--- src/rtl/dac_spi_tx.sv ---
// ============================================================================
// Module   : dac_spi_tx
// Purpose  : Periodic sampler of a 16-bit sine word, shifted MSB-first to an
//            external SPI DAC with CS_N/SCLK/MOSI framing.
// Revision : 1.0 - initial release
// ============================================================================
`default_nettype none

module dac_spi_tx #(
    parameter int SCLK_DIV      = 2,
    parameter int SAMPLE_PERIOD = 100,
    parameter int SIGN_FLIP     = 0
) (
    input  logic        sys_clk,
    input  logic        sys_rst,
    input  logic [15:0] din,
    input  logic        en,
    output logic        dac_cs_n,
    output logic        dac_sclk,
    output logic        dac_mosi,
    output logic        busy,
    output logic        frame_done
);

    localparam int              TW          = $clog2(SAMPLE_PERIOD + 1);
    localparam int              PW          = $clog2(SCLK_DIV + 1);
    localparam logic [TW-1:0]   C_TICK      = TW'(SAMPLE_PERIOD - 1);
    localparam logic [PW-1:0]   C_PHASE_END = PW'(SCLK_DIV - 1);
    localparam logic [15:0]     C_FLIP_MASK = (SIGN_FLIP != 0) ? 16'h8000 : 16'h0000;

    typedef enum logic [1:0] {
        S_IDLE  = 2'd0,
        S_SHIFT = 2'd1,
        S_HOLD  = 2'd2
    } state_t;

    state_t          state_q;
    logic [TW-1:0]   tcnt_q;
    logic [TW-1:0]   tcnt_d;
    logic [PW-1:0]   pcnt_q;
    logic [3:0]      bcnt_q;
    logic [15:0]     sreg_q;
    logic            cs_n_q;
    logic            sclk_q;
    logic            busy_q;
    logic            done_q;
    logic            w_tick;

    // Free-running conversion tick, independent of enable and frame state
    always_comb begin
        w_tick = (tcnt_q == C_TICK);
        tcnt_d = w_tick ? '0 : tcnt_q + TW'(1);
    end

    always_ff @(posedge sys_clk) begin
        if (sys_rst) begin
            state_q <= S_IDLE;
            tcnt_q  <= '0;
            pcnt_q  <= '0;
            bcnt_q  <= '0;
            sreg_q  <= '0;
            cs_n_q  <= 1'b1;
            sclk_q  <= 1'b0;
            busy_q  <= 1'b0;
            done_q  <= 1'b0;
        end else begin
            tcnt_q <= tcnt_d;
            done_q <= 1'b0;
            case (state_q)
                S_IDLE: begin
                    if (w_tick && en) begin
                        sreg_q  <= din ^ C_FLIP_MASK;
                        cs_n_q  <= 1'b0;
                        busy_q  <= 1'b1;
                        sclk_q  <= 1'b0;
                        pcnt_q  <= '0;
                        bcnt_q  <= '0;
                        state_q <= S_SHIFT;
                    end
                end
                S_SHIFT: begin
                    if (pcnt_q == C_PHASE_END) begin
                        pcnt_q <= '0;
                        if (!sclk_q) begin
                            sclk_q <= 1'b1;
                        end else begin
                            // Zero fill leaves MOSI low once the last bit is out
                            sclk_q <= 1'b0;
                            sreg_q <= {sreg_q[14:0], 1'b0};
                            if (bcnt_q == 4'd15) begin
                                state_q <= S_HOLD;
                            end else begin
                                bcnt_q <= bcnt_q + 4'd1;
                            end
                        end
                    end else begin
                        pcnt_q <= pcnt_q + PW'(1);
                    end
                end
                S_HOLD: begin
                    if (pcnt_q == C_PHASE_END) begin
                        pcnt_q  <= '0;
                        cs_n_q  <= 1'b1;
                        busy_q  <= 1'b0;
                        done_q  <= 1'b1;
                        state_q <= S_IDLE;
                    end else begin
                        pcnt_q <= pcnt_q + PW'(1);
                    end
                end
                default: state_q <= S_IDLE;
            endcase
        end
    end

    assign dac_cs_n   = cs_n_q;
    assign dac_sclk   = sclk_q;
    assign dac_mosi   = sreg_q[15];
    assign busy       = busy_q;
    assign frame_done = done_q;

endmodule

`default_nettype wire

--- config.mk ---
export PLATFORM = sky130hd
export DESIGN_NAME = dac_spi_tx
export DESIGN_NICKNAME = d
export VERILOG_FILES = /design/src/rtl/dac_spi_tx.sv
export SDC_FILE = /design/constraint.sdc
export NUM_CORES = 1
export LEC_CHECK = 0
export CAP_MARGIN = 20
export CORE_ASPECT_RATIO = 1.5
export CORE_MARGIN = 2
export CORE_UTILIZATION = 45
export DETAILED_ROUTE_END_ITERATION = 16
export GPL_ROUTABILITY_DRIVEN = 0
export GPL_TIMING_DRIVEN = 0
export PLACE_DENSITY = 0.7
export SYNTH_ARGS = -nofsm -noshare
export SYNTH_HDL_FRONTEND = slang
export SYNTH_SLANG_ARGS = --single-unit
--- constraint.sdc ---
create_clock -name sys_clk -period 1.7 [get_ports sys_clk]
set_clock_uncertainty 0.1 [all_clocks]
set_input_delay 0.34 -clock sys_clk [delete_from_list [all_inputs] [get_ports sys_clk]]
set_output_delay 0.34 -clock sys_clk [all_outputs]
set_load 0.01 [all_outputs]
== Yosys cells after proc, flatten, opt, wreduce, memory -nomap -nowiden ==
Index checks and enable logic that the tools add are counted.

* Register bits: 35
* Output and inout bits: 5
* Input port bits: 19

* Bitwise gates (word level): 1
* $add $sub $neg: 3
* Mux-type cells: 28
* Reduce and logical (&&, ||, !) cells: 14
* Equal/unequal tests: 11

{| class="wikitable"
|+ Operators with widths
! cell !! number
|-
| $mux 16 || 3
|-
| $pmux 16 s2 || 1
|-
| $mux 4 || 4
|-
| $mux 2 || 7
|-
| $ne 2x2->1 const B || 6
|-
| $reduce_and 5->1 || 2
|-
| $pmux 4 s2 || 1
|-
| $add 7x1->7 const B || 1
|-
| $eq 7x7->1 const B || 1
|-
| $mux 1 || 7
|-
| $pmux 1 s2 || 3
|-
| $pmux 2 s3 || 1
|-
| $reduce_and 3->1 || 2
|-
| $reduce_bool 2->1 || 3
|-
| $reduce_or 2->1 || 3
|-
| $add 4x1->4 const B || 1
|-
| $eq 2x1->1 const B || 2
|-
| $eq 4x4->1 const B || 1
|-
| $pmux 2 s2 || 1
|-
| $reduce_and 4->1 || 1
|-
| $add 2x1->2 const B || 1
|-
| $eq 2x2->1 const B || 1
|-
| $logic_not 2->1 || 1
|-
| $reduce_and 2->1 || 1
|-
| 2 further kinds || 2
|}

== Longest topological paths before layout ==
Gate-level depths: netlist of the first run.

* Depth after elaboration: 5
* Depth in mapped cells: 8

== Least setup slack after synthesis of the first run ==
Ideal clock, no wire load.

* Path type: reg2reg
* Start: register tcnt_q[0]
* End: register sreg_q[2]
* Period minus slack after synthesis: 1.842 ns
* Arrival time: 1.608 ns
* Stages on the path, launching flop included: 7
* Setup slack: -0.142 ns
* Setup time: 0.134 ns
* Path buffers: 1
* Cells stage by stage: dfxtp_1 ha_1 nor4b_1 a21boi_2 nor2_2 buf_4 a211oi_1

* Word-level cells in the longest chain between the ends: 4

{| class="wikitable"
|+ Ends and longest elaborated chain
! item !! RTL line !! RTL
|-
| start, declared || 38 || <nowiki>logic [TW-1:0] tcnt_q;</nowiki>
|-
| start signal, assigned || 67 || <nowiki>tcnt_q <= tcnt_d;</nowiki>
|-
| $eq 7x7->1 || 51 || <nowiki>w_tick = (tcnt_q == C_TICK);</nowiki>
|-
| $logic_and 1x1->1 || 71 || <nowiki>if (w_tick && en) begin</nowiki>
|-
| $ne 2x2->1 (no source line) || -- ||
|-
| $reduce_and 4->1 (no source line) || -- ||
|-
| end signal, assigned || 72 || <nowiki>sreg_q <= din ^ C_FLIP_MASK;</nowiki>
|-
| end signal, assigned || 89 || <nowiki>sreg_q <= {sreg_q[14:0], 1'b0};</nowiki>
|-
| end, declared || 42 || <nowiki>logic [15:0] sreg_q;</nowiki>
|}

No other way between the ends.
A chain may end at the register's enable or synchronous reset.

== Worst setup path after layout of the first run ==
* Start: register state_q[1]
* End: register bcnt_q[1]

* Word-level cells in the longest chain between the ends: 3
* Elaborated cells on any way between the ends: 9
* Classes of those cells: eq/ne (5); mux (1); reduce/logical (3)

{| class="wikitable"
|+ Ends and longest elaborated chain
! item !! RTL line !! RTL
|-
| start, declared || 37 || <nowiki>state_t state_q;</nowiki>
|-
| start signal, assigned || 57 || <nowiki>state_q <= S_IDLE;</nowiki>
|-
| start signal, assigned || 78 || <nowiki>state_q <= S_SHIFT;</nowiki>
|-
| start signal, assigned || 91 || <nowiki>state_q <= S_HOLD;</nowiki>
|-
| $eq 2x1->1 / $logic_not 2->1 (equally long branches) || 69 || <nowiki>case (state_q)</nowiki>
|-
| $ne 2x2->1 (no source line) / $reduce_bool 2->1 (equally long branches) || -- ||
|-
| $reduce_and 5->1 (no source line) || -- ||
|-
| end signal, assigned || 93 || <nowiki>bcnt_q <= bcnt_q + 4'd1;</nowiki>
|-
| end, declared || 41 || <nowiki>logic [3:0] bcnt_q;</nowiki>
|}

Parallel ways exist; a longest one is shown, timed or not.

==> results of run 1 <==
## path summary, 6_finish.rpt
| check | start | to | slack [ns] | depth (start not counted) |
|---|---|---|---|---|
| setup / recovery | state_q[1] | bcnt_q[1] | -0.17 | 8 |
| hold reg to reg | pcnt_q[1] | pcnt_q[1] | 0.38 | 1 |
| setup reg to reg | state_q[1] | bcnt_q[1] | -0.17 | 8 |
| hold / removal | pcnt_q[1] | pcnt_q[1] | 0.38 | 1 |
## registers in the layout, indices dropped and copies added (netlist names)
register / count
bcnt_q: 4
busy: 1
dac_cs_n: 1
dac_sclk: 1
frame_done: 1
pcnt_q: 2
sreg_q: 16
state_q: 2
tcnt_q: 7
## Yosys cell counts, types with 3 or more instances
master,count,area share [%]
sky130_fd_sc_hd__a211oi_1,17,7.5
sky130_fd_sc_hd__a21oi_1,21,6.2
sky130_fd_sc_hd__buf_2,3,0.88
sky130_fd_sc_hd__clkbuf_1,3,0.66
sky130_fd_sc_hd__dfxtp_1,35,41
sky130_fd_sc_hd__ha_1,6,4.4
sky130_fd_sc_hd__inv_1,4,0.88
sky130_fd_sc_hd__mux2i_1,15,8.8
sky130_fd_sc_hd__nand2_1,6,1.3
sky130_fd_sc_hd__nand2b_1,3,1.1
sky130_fd_sc_hd__nand3_1,7,2.1
sky130_fd_sc_hd__nand4_1,3,1.1
sky130_fd_sc_hd__nor2_1,14,3.1
sky130_fd_sc_hd__o21ai_0,5,1.5
sky130_fd_sc_hd__xnor2_1,3,1.5
## per-layer routing
layer | wire length [um] | share of wire (%) | global-route usage [%] | vias to the layer above
met3 | 182 | 4.0 | 5.64 | 8
met4 | 80 | 1.8 | 8.50 | 0
met2 | 2510 | 55 | 41.8 | 38
met5 | 0 | 0 | 0 | -
li1 | - | - | - | 765
met1 | 1800 | 39 | 23.9 | 738
## worst max-delay path, stage by stage (launching register included)
cell                      delay [ns]
sky130_fd_sc_hd__dfxtp_1        0.38
sky130_fd_sc_hd__inv_1          0.10
sky130_fd_sc_hd__ha_1           0.18
sky130_fd_sc_hd__buf_4          0.17
sky130_fd_sc_hd__nor2_4         0.17
sky130_fd_sc_hd__a21o_1         0.20
sky130_fd_sc_hd__nor2_4         0.05
sky130_fd_sc_hd__buf_4          0.18
sky130_fd_sc_hd__a32o_1         0.22
## power by group through the flow
stage          clock, W  sequential [W]  combinational (W)
2_1_floorplan         0        0.000851          0.0000357
3_3_place_gp          0        0.000852          0.0000868
3_5_place_dp          0        0.000852          0.0000890
4_1_cts        0.000594        0.000834          0.0000995
5_1_grt        0.000624        0.000835           0.000113
6_report       0.000594        0.000834           0.000103
## stage by stage
| step | util [%] | setup WS [ns] |
|---|---|---|
| after floorplan | - | 0.0102 |
| after global placement | 55.1 | -0.399 |
| after detailed placement | 55.1 | -0.459 |
| after CTS | 64.0 | -0.142 |
| after global routing | 66.0 | -0.209 |
| final | 66.0 | -0.165 |
## kinds of logic (layout without fill, tap and decap cells)
kind of cell,after synthesis,count (layout)
adders and majority gates,6,6
buffers and inverters,14,58
AOI/OAI and AO/OA,60,60
and+or+nand+nor,47,47
muxes,15,15
xor gates and xnor gates,5,5
DFF,35,35
## area by class of cell
class | count | area (um2)
buffer | 9 | 70.1
clock buffer | 7 | 76.3
clock inverter | 1 | 5.00
fill | 308 | 1240
inverter | 5 | 18.8
multi-input combinational | 133 | 1110
sequential | 35 | 706
tap | 43 | 53.8
timing repair buffer | 36 | 367
## what timing repair did
item                                    CTS  global route
resized for setup                        38            14
buffers inserted                         10             1
cloned                                    2             0
pin swaps                                25            14
endpoints found under the setup margin   31            33
==> flow_results.xml, run 1 <==
<?xml version="1.0" encoding="UTF-8"?>
<metrics>
  <group name="outcome">
    <metric name="outcome" unit="">finished, violations left</metric>
    <metric name="violations_in_the_final_reports" unit="">setup timing</metric>
  </group>
  <group name="layout">
    <metric name="nets" unit="">250</metric>
    <metric name="layout_common_cells" unit="">sky130_fd_sc_hd__dfxtp_1, sky130_fd_sc_hd__clkdlybuf4s50_1, sky130_fd_sc_hd__mux2i_1</metric>
    <metric name="antenna_diodes" unit="">0</metric>
    <metric name="final-instance-count-excl-fill" unit="">269</metric>
    <metric name="leading_cell_type_in_the_layout_fill_and_taps_excluded" unit="">sky130_fd_sc_hd__dfxtp_1</metric>
    <metric name="post-route-cell-area" unit="um2">2410</metric>
    <metric name="synthToLayoutAreaGrowth" unit="%">41.8</metric>
    <metric name="layout-drive-gt1-share" unit="%">29.2</metric>
  </group>
  <group name="sta">
    <metric name="final.setup.worst_slack" unit="ns">-0.165</metric>
    <metric name="hold_viol_final" unit="">0</metric>
    <metric name="final-max-slew-violation-count" unit="">0</metric>
    <metric name="maxClockFrequency" unit="MHz">536</metric>
    <metric name="min_period" unit="ns">1.87</metric>
    <metric name="rsz_0062_raised_after_global_routing" unit="">yes</metric>
    <metric name="worst-slew-pin-transition" unit="ns">0.603</metric>
    <metric name="final.setup.tns" unit="ns">-2.73</metric>
    <metric name="timing.final.crit_share" unit="%">110</metric>
    <metric name="whs" unit="ns">0.381</metric>
    <metric name="timing.final.setup_violations" unit="">28</metric>
    <metric name="slew_headroom" unit="%">59.8</metric>
  </group>
  <group name="logic_synthesis">
    <metric name="dominantRegCellSynth" unit="">sky130_fd_sc_hd__dfxtp_1</metric>
    <metric name="synth-seq-cells" unit="">35</metric>
    <metric name="synth_fp_nets" unit="">207</metric>
    <metric name="postSynthCellCount" unit="">182</metric>
    <metric name="number_of_unique_standard_cell_types_used_by_synthesis" unit="">41</metric>
    <metric name="dominant_combinational_cell_family_by_area_after_synthesis" unit="">compound AO/OA/AOI/OAI gates</metric>
    <metric name="yosys.area_share.simple" unit="%">14.7</metric>
    <metric name="synth_fa_ha_area_share" unit="%">4.42</metric>
    <metric name="synthMuxAreaShare" unit="%">8.84</metric>
    <metric name="synth_area_per_cell" unit="um2">9.33</metric>
    <metric name="synth_async_sr_flop_share" unit="%">0</metric>
    <metric name="seq_total_area_yosys" unit="%">41.3</metric>
    <metric name="synth_warnings" unit="">0</metric>
    <metric name="synth-compound-area-share" unit="%">23.7</metric>
    <metric name="post_synth_xor_area_fraction" unit="%">2.58</metric>
    <metric name="mappedNetlistArea" unit="um2">1700</metric>
    <metric name="synth-edff-count" unit="">0</metric>
  </group>
  <group name="global_route">
    <metric name="number_of_global_route_vias_before_repair" unit="">1609</metric>
    <metric name="grt-ovfl-total" unit="">0</metric>
    <metric name="grt_max_degree" unit="">11</metric>
    <metric name="global_route.usage.total" unit="%">22.9</metric>
    <metric name="antenna_found_initial" unit="">0</metric>
    <metric name="grt_pass1_wl" unit="um">7200</metric>
  </group>
  <group name="clock_tree">
    <metric name="clk_root_buffer_cell" unit="">sky130_fd_sc_hd__clkbuf_8</metric>
    <metric name="cts-buffers-inserted" unit="">5</metric>
    <metric name="clock_latency" unit="ns">0.29</metric>
    <metric name="cts_hold_repair.buffers" unit="">0</metric>
    <metric name="cts.reportedPaths.clkPinSlew" unit="ns">0.07</metric>
    <metric name="h-tree-depth" unit="">2</metric>
    <metric name="cts_buffer_depth" unit="">2</metric>
    <metric name="cts.sinks" unit="">35</metric>
    <metric name="tritoncts" unit="">yes</metric>
  </group>
  <group name="critical_path">
    <metric name="worst_ep_arrival_time" unit="ns">1.95</metric>
    <metric name="timing.critical_path.required" unit="ns">1.79</metric>
    <metric name="critical_path.endpoint_type" unit="">flip-flop</metric>
    <metric name="crit_path_max_fanout" unit="">10</metric>
    <metric name="crit_type" unit="">reg2reg</metric>
    <metric name="cp-start-kind" unit="">flip-flop</metric>
  </group>
  <group name="floorplanning">
    <metric name="num_io_pins" unit="">24</metric>
    <metric name="rows" unit="">27</metric>
    <metric name="die_h" unit="um">79.2</metric>
    <metric name="initial_core_util" unit="%">46.5</metric>
    <metric name="die-area" unit="um2">4290</metric>
    <metric name="fp.coreArea" unit="um2">3650</metric>
    <metric name="die_width" unit="um">54.2</metric>
  </group>
  <group name="drt">
    <metric name="dr_total_vias" unit="">1549</metric>
    <metric name="dr.first_iter.drc_count" unit="">55</metric>
    <metric name="routed_wire_length" unit="um">4570</metric>
    <metric name="drt_first_pass_iters" unit="">4</metric>
    <metric name="avgRoutedWirePerCell" unit="um">17.0</metric>
    <metric name="avgViaCountPerCell" unit="">5.76</metric>
    <metric name="drt.antenna.violating_nets" unit="">0</metric>
    <metric name="drc" unit="">0</metric>
  </group>
  <group name="power_and_ir_drop">
    <metric name="peakVddDrop" unit="uV">452</metric>
    <metric name="total_switching_power" unit="W">0.000355</metric>
    <metric name="combinationalPowerShare" unit="%">6.7</metric>
    <metric name="pwr-share-seq" unit="%">54.5</metric>
    <metric name="power-per-cell-area" unit="nW/um2">636</metric>
    <metric name="p_sw_share" unit="%">23.2</metric>
    <metric name="power.total" unit="W">0.00153</metric>
    <metric name="internal_power" unit="W">0.00118</metric>
    <metric name="leakage" unit="nW">0.826</metric>
    <metric name="clock_power_share" unit="%">38.8</metric>
  </group>
  <group name="place">
    <metric name="dp.cells" unit="">248</metric>
    <metric name="io_buffer_count" unit="">23</metric>
    <metric name="placement.cell_area" unit="um2">2010</metric>
    <metric name="dp.final_hpwl" unit="um">2890</metric>
  </group>
  <group name="job">
    <metric name="max_cap_viol_count" unit="">0</metric>
  </group>
  <group name="hold_path">
    <metric name="worstHoldPathType" unit="">reg2reg</metric>
  </group>
</metrics>
Power figures use the tool's default switching activity.
==> inputs of run 2 (changes only) <==
- CAP_MARGIN: 20 -> 25
- CTS_CLUSTER_SIZE: unset -> 20
==> results of run 2 <==
No change in the layout: final DEF, timing and power equal those of run 1.
==> inputs of run 3 (changes only) <==
- CORE_MARGIN: 2 -> unset
==> flow_results.xml, run 3 (synthesis results as in run 1) <==
<?xml version="1.0" encoding="UTF-8"?>
<metrics>
  <group name="outcome">
    <metric name="outcome" unit="">finished, violations left</metric>
    <metric name="violations_in_the_final_reports" unit="">setup timing</metric>
  </group>
  <group name="clock_tree">
    <metric name="clock_latency" unit="ns">0.29</metric>
    <metric name="clk_root_buffer_cell" unit="">sky130_fd_sc_hd__clkbuf_8</metric>
    <metric name="cts.sinks" unit="">35</metric>
    <metric name="h-tree-depth" unit="">2</metric>
    <metric name="tritoncts" unit="">yes</metric>
    <metric name="cts_buffer_depth" unit="">2</metric>
    <metric name="cts.reportedPaths.clkPinSlew" unit="ns">0.06</metric>
    <metric name="cts-buffers-inserted" unit="">5</metric>
  </group>
  <group name="layout">
    <metric name="antenna_diodes" unit="">0</metric>
    <metric name="multi_input_area" unit="um2">1040</metric>
    <metric name="layout-drive-gt1-share" unit="%">24.8</metric>
    <metric name="final-seq-area" unit="um2">706</metric>
    <metric name="synthToLayoutAreaGrowth" unit="%">37.7</metric>
    <metric name="layout_common_cells" unit="">sky130_fd_sc_hd__dfxtp_1, sky130_fd_sc_hd__clkdlybuf4s50_1, sky130_fd_sc_hd__a21oi_1</metric>
    <metric name="largest_registers" unit="">sreg_q x16, tcnt_q x7, bcnt_q x4</metric>
    <metric name="largest_reg_flops" unit="">16</metric>
    <metric name="nets" unit="">251</metric>
    <metric name="leading_cell_type_in_the_layout_fill_and_taps_excluded" unit="">sky130_fd_sc_hd__dfxtp_1</metric>
    <metric name="fill_cell_count" unit="">317</metric>
    <metric name="largest-register" unit="">sreg_q</metric>
    <metric name="final-instance-count-excl-fill" unit="">269</metric>
  </group>
  <group name="sta">
    <metric name="worst-slew-pin-transition" unit="ns">0.577</metric>
    <metric name="final-max-slew-violation-count" unit="">0</metric>
    <metric name="hold_viol_final" unit="">0</metric>
    <metric name="timing.final.setup_violations" unit="">32</metric>
    <metric name="final.setup.worst_slack" unit="ns">-0.157</metric>
    <metric name="min_period" unit="ns">1.86</metric>
    <metric name="rsz_0062_raised_after_global_routing" unit="">yes</metric>
    <metric name="maxClockFrequency" unit="MHz">539</metric>
    <metric name="final.setup.tns" unit="ns">-2.46</metric>
    <metric name="timing.final.crit_share" unit="%">109</metric>
    <metric name="slew_headroom" unit="%">61.5</metric>
  </group>
  <group name="drt">
    <metric name="dr.first_iter.drc_count" unit="">42</metric>
    <metric name="drc" unit="">0</metric>
    <metric name="avgViaCountPerCell" unit="">5.77</metric>
    <metric name="dr_total_vias" unit="">1551</metric>
    <metric name="drt.antenna.violating_nets" unit="">0</metric>
    <metric name="drt_first_pass_iters" unit="">4</metric>
    <metric name="routed_wire_length" unit="um">4290</metric>
    <metric name="avgRoutedWirePerCell" unit="um">15.9</metric>
  </group>
  <group name="critical_path">
    <metric name="crit_path_max_fanout" unit="">5</metric>
    <metric name="worst_ep_arrival_time" unit="ns">1.97</metric>
    <metric name="crit_path_top_delay_cell" unit="">sky130_fd_sc_hd__or4b_4</metric>
    <metric name="cp-start-kind" unit="">flip-flop</metric>
    <metric name="critical_path.endpoint_type" unit="">flip-flop</metric>
    <metric name="crit_path_frequent_cell" unit="">sky130_fd_sc_hd__buf_6</metric>
    <metric name="crit_type" unit="">reg2reg</metric>
    <metric name="cp_cell_sequence" unit="">ha_4, or4b_4, o21ai_4, buf_6, buf_6, nand4_1, a21oi_1</metric>
    <metric name="timing.critical_path.required" unit="ns">1.81</metric>
    <metric name="cp_slowest_stage_delay" unit="ns">0.48</metric>
  </group>
  <group name="floorplanning">
    <metric name="die-area" unit="um2">4030</metric>
    <metric name="rows" unit="">27</metric>
    <metric name="initial_core_util" unit="%">46.5</metric>
    <metric name="fp.coreArea" unit="um2">3650</metric>
    <metric name="die_h" unit="um">77.2</metric>
    <metric name="num_io_pins" unit="">24</metric>
    <metric name="die_width" unit="um">52.2</metric>
  </group>
  <group name="place">
    <metric name="dp.final_hpwl" unit="um">2800</metric>
    <metric name="dp.cells" unit="">248</metric>
    <metric name="io_buffer_count" unit="">23</metric>
    <metric name="pre_cts_slack" unit="ns">-0.472</metric>
  </group>
  <group name="global_route">
    <metric name="grt-ovfl-total" unit="">0</metric>
    <metric name="grt_pass1_wl" unit="um">6420</metric>
    <metric name="antenna_found_initial" unit="">0</metric>
    <metric name="global_route.usage.total" unit="%">21.0</metric>
    <metric name="number_of_global_route_vias_before_repair" unit="">1556</metric>
    <metric name="grt_max_degree" unit="">11</metric>
  </group>
  <group name="power_and_ir_drop">
    <metric name="power.total" unit="W">0.00153</metric>
    <metric name="leakage" unit="nW">0.818</metric>
    <metric name="power-per-cell-area" unit="nW/um2">655</metric>
    <metric name="peakVddDrop" unit="uV">563</metric>
  </group>
  <group name="job">
    <metric name="max_cap_viol_count" unit="">0</metric>
  </group>
  <group name="hold_path">
    <metric name="worstHoldPathType" unit="">reg2reg</metric>
  </group>
</metrics>
-- run 3: cell count changes in the layout (fill, tap and decap cells not counted), moves of 2 or more --
| cell | previous run | this run |
|---|---|---|
| sky130_fd_sc_hd__buf_6 | 5 | 7 |
| sky130_fd_sc_hd__buf_8 | 3 | 0 |
| sky130_fd_sc_hd__a21oi_1 | 8 | 16 |
| sky130_fd_sc_hd__a211oi_2 | 8 | 4 |
| sky130_fd_sc_hd__clkbuf_1 | 4 | 2 |
| sky130_fd_sc_hd__a211oi_1 | 9 | 13 |
| sky130_fd_sc_hd__a21oi_2 | 11 | 4 |
-- run 3: power by group --
group | leakage, nW | internal [W] | switching [W]
registers | 0.284 | 0.000827 | 0.00000741
clock network | 0.0470 | 0.000317 | 0.000281
logic | 0.486 | 0.0000610 | 0.0000385
-- run 3: metrics by stage --
stage	area, um2	util (%)	hold WS, ns
floorplan	1730	-	0.316
global placement	2010	55.1	0.323
detailed placement	2010	55.1	0.331
CTS	2220	60.9	0.374
global route	2340	64.1	0.409
finish	2340	64.1	0.370
-- run 3: per-layer routing --
| layer | track usage (%) | vias up | wire (um) |
|---|---|---|---|
| met2 | 37.3 | 34 | 2290 |
| li1 | - | 757 | - |
| met1 | 21.5 | 749 | 1720 |
| met4 | 11.1 | 0 | 116 |
| met5 | 0 | - | 0 |
| met3 | 5.16 | 11 | 161 |
-- run 3: critical path, delay by kind of cell, from the launching register on --
kind	cells	cell delay, ns
AND/OR/NAND/NOR	2	0.56
AO/OA/AOI/OAI	2	0.37
flip-flops	1	0.35
buffers and inverters	2	0.25
adder cells (fa/ha/maj)	1	0.15
-- run 3: timing repair --
action | CTS | global route
pin swaps | 12 | 14
setup buffers | 6 | 7
gates cloned | 0 | 1
gates resized for setup | 21 | 15
hold buffers | 0 | 0
endpoints found under the hold margin | 0 | 0
endpoints found under the setup margin | 32 | 32
-- run 3: worst paths after layout --
path / start / to / slack, ns / cells past startpoint
min: pcnt_q[1] / pcnt_q[1] / 0.37 / 1
min reg2reg: pcnt_q[1] / pcnt_q[1] / 0.37 / 1
max: tcnt_q[1] / state_q[0] / -0.16 / 7
max reg2reg: tcnt_q[1] / state_q[0] / -0.16 / 7
-- run 3: area by class of cell --
class	instances	area share, %
Multi-Input combinational cell	133	44.6
Sequential cell	35	30.2
Timing Repair Buffer	37	15.4
Clock buffer	6	3.53
Buffer	9	2.94
Tap cell	43	2.30
Inverter	5	0.803
Clock inverter	1	0.214
